[src/rtl/accel_pkg.sv]
// rtl/accel_pkg.sv - shared constants, derived widths and FSM state enum for the feed scheduler
package accel_pkg;

  localparam int DEF_BIT_WIDTH   = 8;
  localparam int DEF_NUM_CHANNEL = 3;
  localparam int DEF_NUM_KERNEL  = 4;
  localparam int DEF_REG_WIDTH   = 32;
  localparam int DEF_ADDR_WIDTH  = 16;

  localparam int DEF_DATA_WIDTH   = DEF_BIT_WIDTH * DEF_NUM_CHANNEL;
  localparam int DEF_WEIGHT_WIDTH = DEF_DATA_WIDTH * DEF_NUM_KERNEL;

  localparam int READ_LATENCY = 1;

  typedef enum logic [2:0] {
    ST_IDLE   = 3'd0,
    ST_LOAD_W = 3'd1,
    ST_STREAM = 3'd2,
    ST_DRAIN  = 3'd3,
    ST_DONE   = 3'd4
  } feed_state_t;

endpackage

[src/rtl/accel_feed_addr_gen.sv]
// rtl/accel_feed_addr_gen.sv - loadable read-address counter with remaining-word count
module accel_feed_addr_gen #(
  parameter int ADDR_WIDTH = 16,
  parameter int REG_WIDTH  = 32
) (
  input  logic                  clk,
  input  logic                  rst,
  input  logic                  load,
  input  logic [ADDR_WIDTH-1:0] base,
  input  logic [REG_WIDTH-1:0]  count,
  input  logic                  step,
  output logic [ADDR_WIDTH-1:0] addr,
  output logic                  last,
  output logic                  empty
);

  logic [REG_WIDTH-1:0] remaining;

  // Address wraps naturally at 2^ADDR_WIDTH.
  always_ff @(posedge clk) begin
    if (rst) begin
      addr      <= '0;
      remaining <= '0;
    end else if (load) begin
      addr      <= base;
      remaining <= count;
    end else if (step) begin
      addr      <= addr + ADDR_WIDTH'(1);
      remaining <= remaining - REG_WIDTH'(1);
    end
  end

  assign last  = (remaining == REG_WIDTH'(1));
  assign empty = (remaining == '0);

endmodule

[src/rtl/accel_feed_scheduler.sv]
// rtl/accel_feed_scheduler.sv - job sequencer feeding weights then pixels to the core; FEED_SCHED_STALL_CNT_EN adds stall counter
module accel_feed_scheduler
  import accel_pkg::*;
#(
  parameter int BIT_WIDTH   = DEF_BIT_WIDTH,
  parameter int NUM_CHANNEL = DEF_NUM_CHANNEL,
  parameter int NUM_KERNEL  = DEF_NUM_KERNEL,
  parameter int REG_WIDTH   = DEF_REG_WIDTH,
  parameter int ADDR_WIDTH  = DEF_ADDR_WIDTH
) (
  input  logic                                      clk,
  input  logic                                      rst,
  input  logic                                      i_start,
  input  logic                                      i_abort,
  input  logic [REG_WIDTH-1:0]                      i_num_weight,
  input  logic [REG_WIDTH-1:0]                      i_num_pixel,
  input  logic [ADDR_WIDTH-1:0]                     i_weight_base,
  input  logic [ADDR_WIDTH-1:0]                     i_data_base,
  input  logic                                      i_core_req,
  output logic                                      o_wmem_en,
  output logic [ADDR_WIDTH-1:0]                     o_wmem_addr,
  input  logic [BIT_WIDTH*NUM_CHANNEL*NUM_KERNEL-1:0] i_wmem_rdata,
  output logic                                      o_dmem_en,
  output logic [ADDR_WIDTH-1:0]                     o_dmem_addr,
  input  logic [BIT_WIDTH*NUM_CHANNEL-1:0]          i_dmem_rdata,
  output logic [BIT_WIDTH*NUM_CHANNEL*NUM_KERNEL-1:0] o_core_weight,
  output logic                                      o_core_weight_val,
  output logic [BIT_WIDTH*NUM_CHANNEL-1:0]          o_core_data,
  output logic                                      o_core_data_val,
  output logic                                      o_busy,
  output logic                                      o_done,
  output logic [REG_WIDTH-1:0]                      o_stall_cnt
);

  feed_state_t state, state_nxt;
  logic        start_acc;
  logic        w_last, w_empty, d_last, d_empty;
  logic        wval_q, dval_q;

  assign start_acc = (state == ST_IDLE) && i_start && !i_abort;

  accel_feed_addr_gen #(.ADDR_WIDTH(ADDR_WIDTH), .REG_WIDTH(REG_WIDTH)) u_wgen (
    .clk   (clk),
    .rst   (rst),
    .load  (start_acc),
    .base  (i_weight_base),
    .count (i_num_weight),
    .step  (o_wmem_en),
    .addr  (o_wmem_addr),
    .last  (w_last),
    .empty (w_empty)
  );

  accel_feed_addr_gen #(.ADDR_WIDTH(ADDR_WIDTH), .REG_WIDTH(REG_WIDTH)) u_dgen (
    .clk   (clk),
    .rst   (rst),
    .load  (start_acc),
    .base  (i_data_base),
    .count (i_num_pixel),
    .step  (o_dmem_en),
    .addr  (o_dmem_addr),
    .last  (d_last),
    .empty (d_empty)
  );

  always_ff @(posedge clk) begin
    if (rst) begin
      state <= ST_IDLE;
    end else begin
      state <= state_nxt;
    end
  end

  always_comb begin
    state_nxt = state;
    case (state)
      ST_IDLE: begin
        if (i_start) begin
          if (i_num_weight != '0)     state_nxt = ST_LOAD_W;
          else if (i_num_pixel != '0) state_nxt = ST_STREAM;
          else                        state_nxt = ST_DONE;
        end
      end
      ST_LOAD_W: begin
        // d_empty still reflects the latched pixel count: the data counter is untouched until STREAM.
        if (i_core_req && w_last) state_nxt = d_empty ? ST_DRAIN : ST_STREAM;
      end
      ST_STREAM: begin
        if (i_core_req && d_last) state_nxt = ST_DRAIN;
      end
      ST_DRAIN: state_nxt = ST_DONE;
      ST_DONE:  state_nxt = ST_IDLE;
      default:  state_nxt = ST_IDLE;
    endcase
    if (i_abort) state_nxt = ST_IDLE;
  end

  always_comb begin
    o_wmem_en = (state == ST_LOAD_W) && i_core_req && !i_abort;
    o_dmem_en = (state == ST_STREAM) && i_core_req && !i_abort;
    o_busy    = (state != ST_IDLE);
    o_done    = (state == ST_DONE) && !i_abort;
  end

  always_ff @(posedge clk) begin
    if (rst) begin
      wval_q <= 1'b0;
      dval_q <= 1'b0;
    end else begin
      wval_q <= o_wmem_en;
      dval_q <= o_dmem_en;
    end
  end

  // An abort also kills the word returning from the read issued one cycle earlier.
  assign o_core_weight_val = wval_q & ~i_abort;
  assign o_core_data_val   = dval_q & ~i_abort;
  assign o_core_weight     = i_wmem_rdata;
  assign o_core_data       = i_dmem_rdata;

`ifdef FEED_SCHED_STALL_CNT_EN
  logic [REG_WIDTH-1:0] stall_cnt;

  always_ff @(posedge clk) begin
    if (rst) begin
      stall_cnt <= '0;
    end else if (start_acc) begin
      stall_cnt <= '0;
    end else if (((state == ST_LOAD_W) || (state == ST_STREAM)) && !i_core_req
                 && (stall_cnt != '1)) begin
      stall_cnt <= stall_cnt + REG_WIDTH'(1);
    end
  end

  assign o_stall_cnt = stall_cnt;
`else
  assign o_stall_cnt = '0;
`endif

endmodule

[config.mk]
export PLATFORM = sky130hd
export DESIGN_NAME = accel_feed_scheduler
export DESIGN_NICKNAME = d
export VERILOG_FILES = /design/src/rtl/accel_pkg.sv /design/src/rtl/accel_feed_addr_gen.sv /design/src/rtl/accel_feed_scheduler.sv
export SDC_FILE = /design/constraint.sdc
export NUM_CORES = 1
export LEC_CHECK = 0
export CORE_AREA = 2 2 162 164
export CTS_BUF_LIST = sky130_fd_sc_hd__clkbuf_2
export DETAILED_ROUTE_END_ITERATION = 16
export DIE_AREA = 0 0 164 166
export PLACE_DENSITY = 0.62
export SKIP_CTS_REPAIR_TIMING = 1
export SYNTH_ARGS = -nofsm -noshare
export SYNTH_HDL_FRONTEND = slang
export SYNTH_SLANG_ARGS = --single-unit
[constraint.sdc]
create_clock -name clk -period 4.2 [get_ports clk]
set_clock_uncertainty 0.2 [all_clocks]
set_input_delay 0.42 -clock clk [delete_from_list [all_inputs] [get_ports clk]]
set_output_delay 0.42 -clock clk [all_outputs]
set_load 0.1 [all_outputs]
==> qor.yml <==
multiInputGateArea_sq_um: 3670
area_delta_synth_final_pct: 12.2
clkPwrFrac: 0.227
p_sw_mw: 1.04
power_mw: 2.52
synthTopCellsByArea: "dfxtp_1 (29%), buf_4 (16%), nor2_1 (4.3%)"
cp-start-kind: "flop"
grt_pass1_vias: 5994
synth_adder_area_share: 0.0126
tightest_slew_ps: 1020
synth_edf_count: 0
required_ps: 3580
final_core_utilization: 0.304
end_kind: "output pin"
p_per_area_nw_per_um2: 324
wl_mm: 22.0
tns_ps: 0
gp_congestion: 0.797
cpPeakStageDelay_ps: 1150
hold_class: "in -> reg"
fin_cells: 1223
synth_compound_area_frac: 0.209
ant_nets: 0
cpLargestDelayFamily: "buffers and inverters"
peakVddDrop_mv: 0.132
core_sq_um: 25600
ios: 411
fmax_mhz: 316
rsz0062_at_grt: "false"
drv_cap: 0
met3_usage: 0.0372
ys_ff_latch: 101
fp.dieH_um: 166
power.leakage_nw: 2.56
synthMuxAreaShare: 0.00649
path_cells: "or3_1, clkdlybuf4s50_1"
dp_cells: 1205
arrival_ps: 2550
synth_largest_area_cell: "dfxtp_1"
hold_violations: 0
drv_slew: 0
root_buffer: "clkbuf_2"
dieWidth_um: 164
first_iter_violations: 530
grt_max_degree: 45
start_util: 0.271
grt_busiest_layer: "met2"
synth_flop_cell: "dfxtp_1"
fin_crit_ps: 3170
design_area_sq_um: 7780
synth_cells: 889
netSwitchingFraction: 0.411
synth.distinct_cells: 60
finalCritPeriodShare: 0.754
io_buffer_count: 138
fillers: 2759
use_met1: 0.203
setup_viol: 0
layout-drive-gt1-share: 0.0654
dpl-instance-area_sq_um: 7630
vias: 6529
cp.buffers_inverters: 1
netlist_area_sq_um: 6940
overflow: 0
relSlewSlack: 0.319
power.share.combinational: 0.341
clock-sinks: 101
antenna_found_initial: 2
cts.clk_slew.worst_paths_ps: 310
drt_pass1_iterations: 5
cts_buffers: 9
intPower_mw: 1.49
die_area_sq_um: 27200
grt_first_pass_wirelength_mm: 33.7
worstPathMaxFanout: 11
synth_top_family_by_area: "simple AND/OR/NAND/NOR gates"
yosysSeqAreaShare: 0.291
async_flop_share: 0
clock_path_buffers: 2
cts_tree: "done"
clk-insertion-delay-late_ps: 630
synth.avg_cell_area_sq_um: 7.81
row_count: 59
power_frac_seq: 0.432
grtUsageTotal: 0.156
drc: 0
vias_per_cell: 5.34
layout.nets: 1110
yosysWarningCount: 0
slowest_stage: "clkdlybuf4s50_1"
wl_per_cell_um: 18.0
outcome: "finished clean"
synth_top_area_frac: 0.291
critical_path_class: "reg -> out"
seqCellArea_sq_um: 2020
use_met2: 0.252
post-dp-hpwl_mm: 16.0
cts.htree.levels: 3
synthXorXnorAreaFrac: 0.0202
synthSimpleGateAreaFrac: 0.260
==> worst reg2reg max path: stages, from the launching register on <==
cell,delay [ps]
dfxtp_1,430
inv_1,70
ha_1,210
nor4b_1,710
nand3_1,390
nor3_1,560
nand3_1,150
a31oi_1,190
==> cells in the mapped netlist (4+ instances only) <==
cell       count
a22oi_1       17
a221oi_1      11
a2bb2oi_1      4
buf_4        152
inv_1         13
nand2_1       66
nor3_1        22
a211oi_1      15
xnor2_1        8
o211ai_1      19
o21ai_0       32
o311ai_0      11
or4_1         15
nand4_1       19
nand3_1       24
a32oi_1        8
a31oi_1       38
clkbuf_1      38
nor4_4         5
or2_2          9
mux2_2         4
or3_1         26
ha_1           7
xor2_1         8
a21oi_1       40
nor2_1        79
buf_2          7
dfxtp_1      101
nand4b_1       4
and3_1         8
nor2b_1        4
nor4_1        30
==> cell usage in the layout (no fill, tap or decap), types with 17 or more instances in the layout <==
cell	count
nor3_1	22
a22oi_1	17
a31oi_1	38
conb_1	32
a21oi_1	40
nor2_1	78
o21ai_0	32
nand2_1	66
nand3_1	24
nor4_1	30
o211ai_1	19
nand4_1	19
or3_1	26
clkdlybuf4s50_1	132
dfxtp_1	101
==> kinds of logic (layout without fill, tap and decap cells) <==
kind of cell,after synthesis,after routing
AOI/OAI and AO/OA,216,216
buffers and inverters,212,179
adders and majority gates,7,7
xor gates and xnor gates,16,16
and+or+nand+nor,332,332
DFF,101,101
other,1,33
muxes,4,4
==> final timing paths <==
| kind | to | startpoint | slack (ps) | cells after the start |
|---|---|---|---|---|
| max | o_busy | state[1] | 1030 | 2 |
| min | u_dgen.remaining[14] | rst | 80 | 2 |
| max reg2reg | u_wgen.remaining[20] | u_wgen.remaining[0] | 1270 | 7 |
| min reg2reg | u_dgen.remaining[23] | u_dgen.remaining[23] | 310 | 2 |
==> flip-flops by register name (all words and copies together), names as in the netlist <==
signal,count
wval_q,1
u_dgen.remaining,32
u_wgen.addr,16
u_dgen.addr,16
u_wgen.remaining,32
dval_q,1
state,3
==> metal layers <==
layer / part of all wire / wire length, um
met4: 0.028 / 612
met1: 0.42 / 9340
met2: 0.48 / 10400
met5: 0 / 0
met3: 0.072 / 1580
==> layout make-up <==
cell class | instances | area share
diodes | 1 | 0.000321
clock buffers | 9 | 0.00579
clock inverters | 7 | 0.0127
inverters | 13 | 0.00627
multi-input cells | 607 | 0.471
flip-flops and latches | 101 | 0.260
well taps | 335 | 0.0538
repair buffers | 150 | 0.190
==> power groups by stage <==
| stage | sequential (mW) | clock, mW | combinational [mW] |
|---|---|---|---|
| 2_1_floorplan | 1.23 | 0 | 1.04 |
| 3_3_place_gp | 1.10 | 0 | 0.858 |
| 3_5_place_dp | 1.10 | 0 | 0.860 |
| 4_1_cts | 1.09 | 0.606 | 0.862 |
| 5_1_grt | 1.10 | 0.637 | 0.921 |
| 6_report | 1.09 | 0.573 | 0.861 |
==> through the flow <==
step | setup slack (ps) | hold WS, ps
finish | 1030 | 77.7
global route | 818 | 21.1
CTS | 942 | 13.7
detailed placement | 812 | 280
global placement | 829 | 266
floorplan | 1320 | 258
No activity file was read; power rests on OpenSTA's default activity.
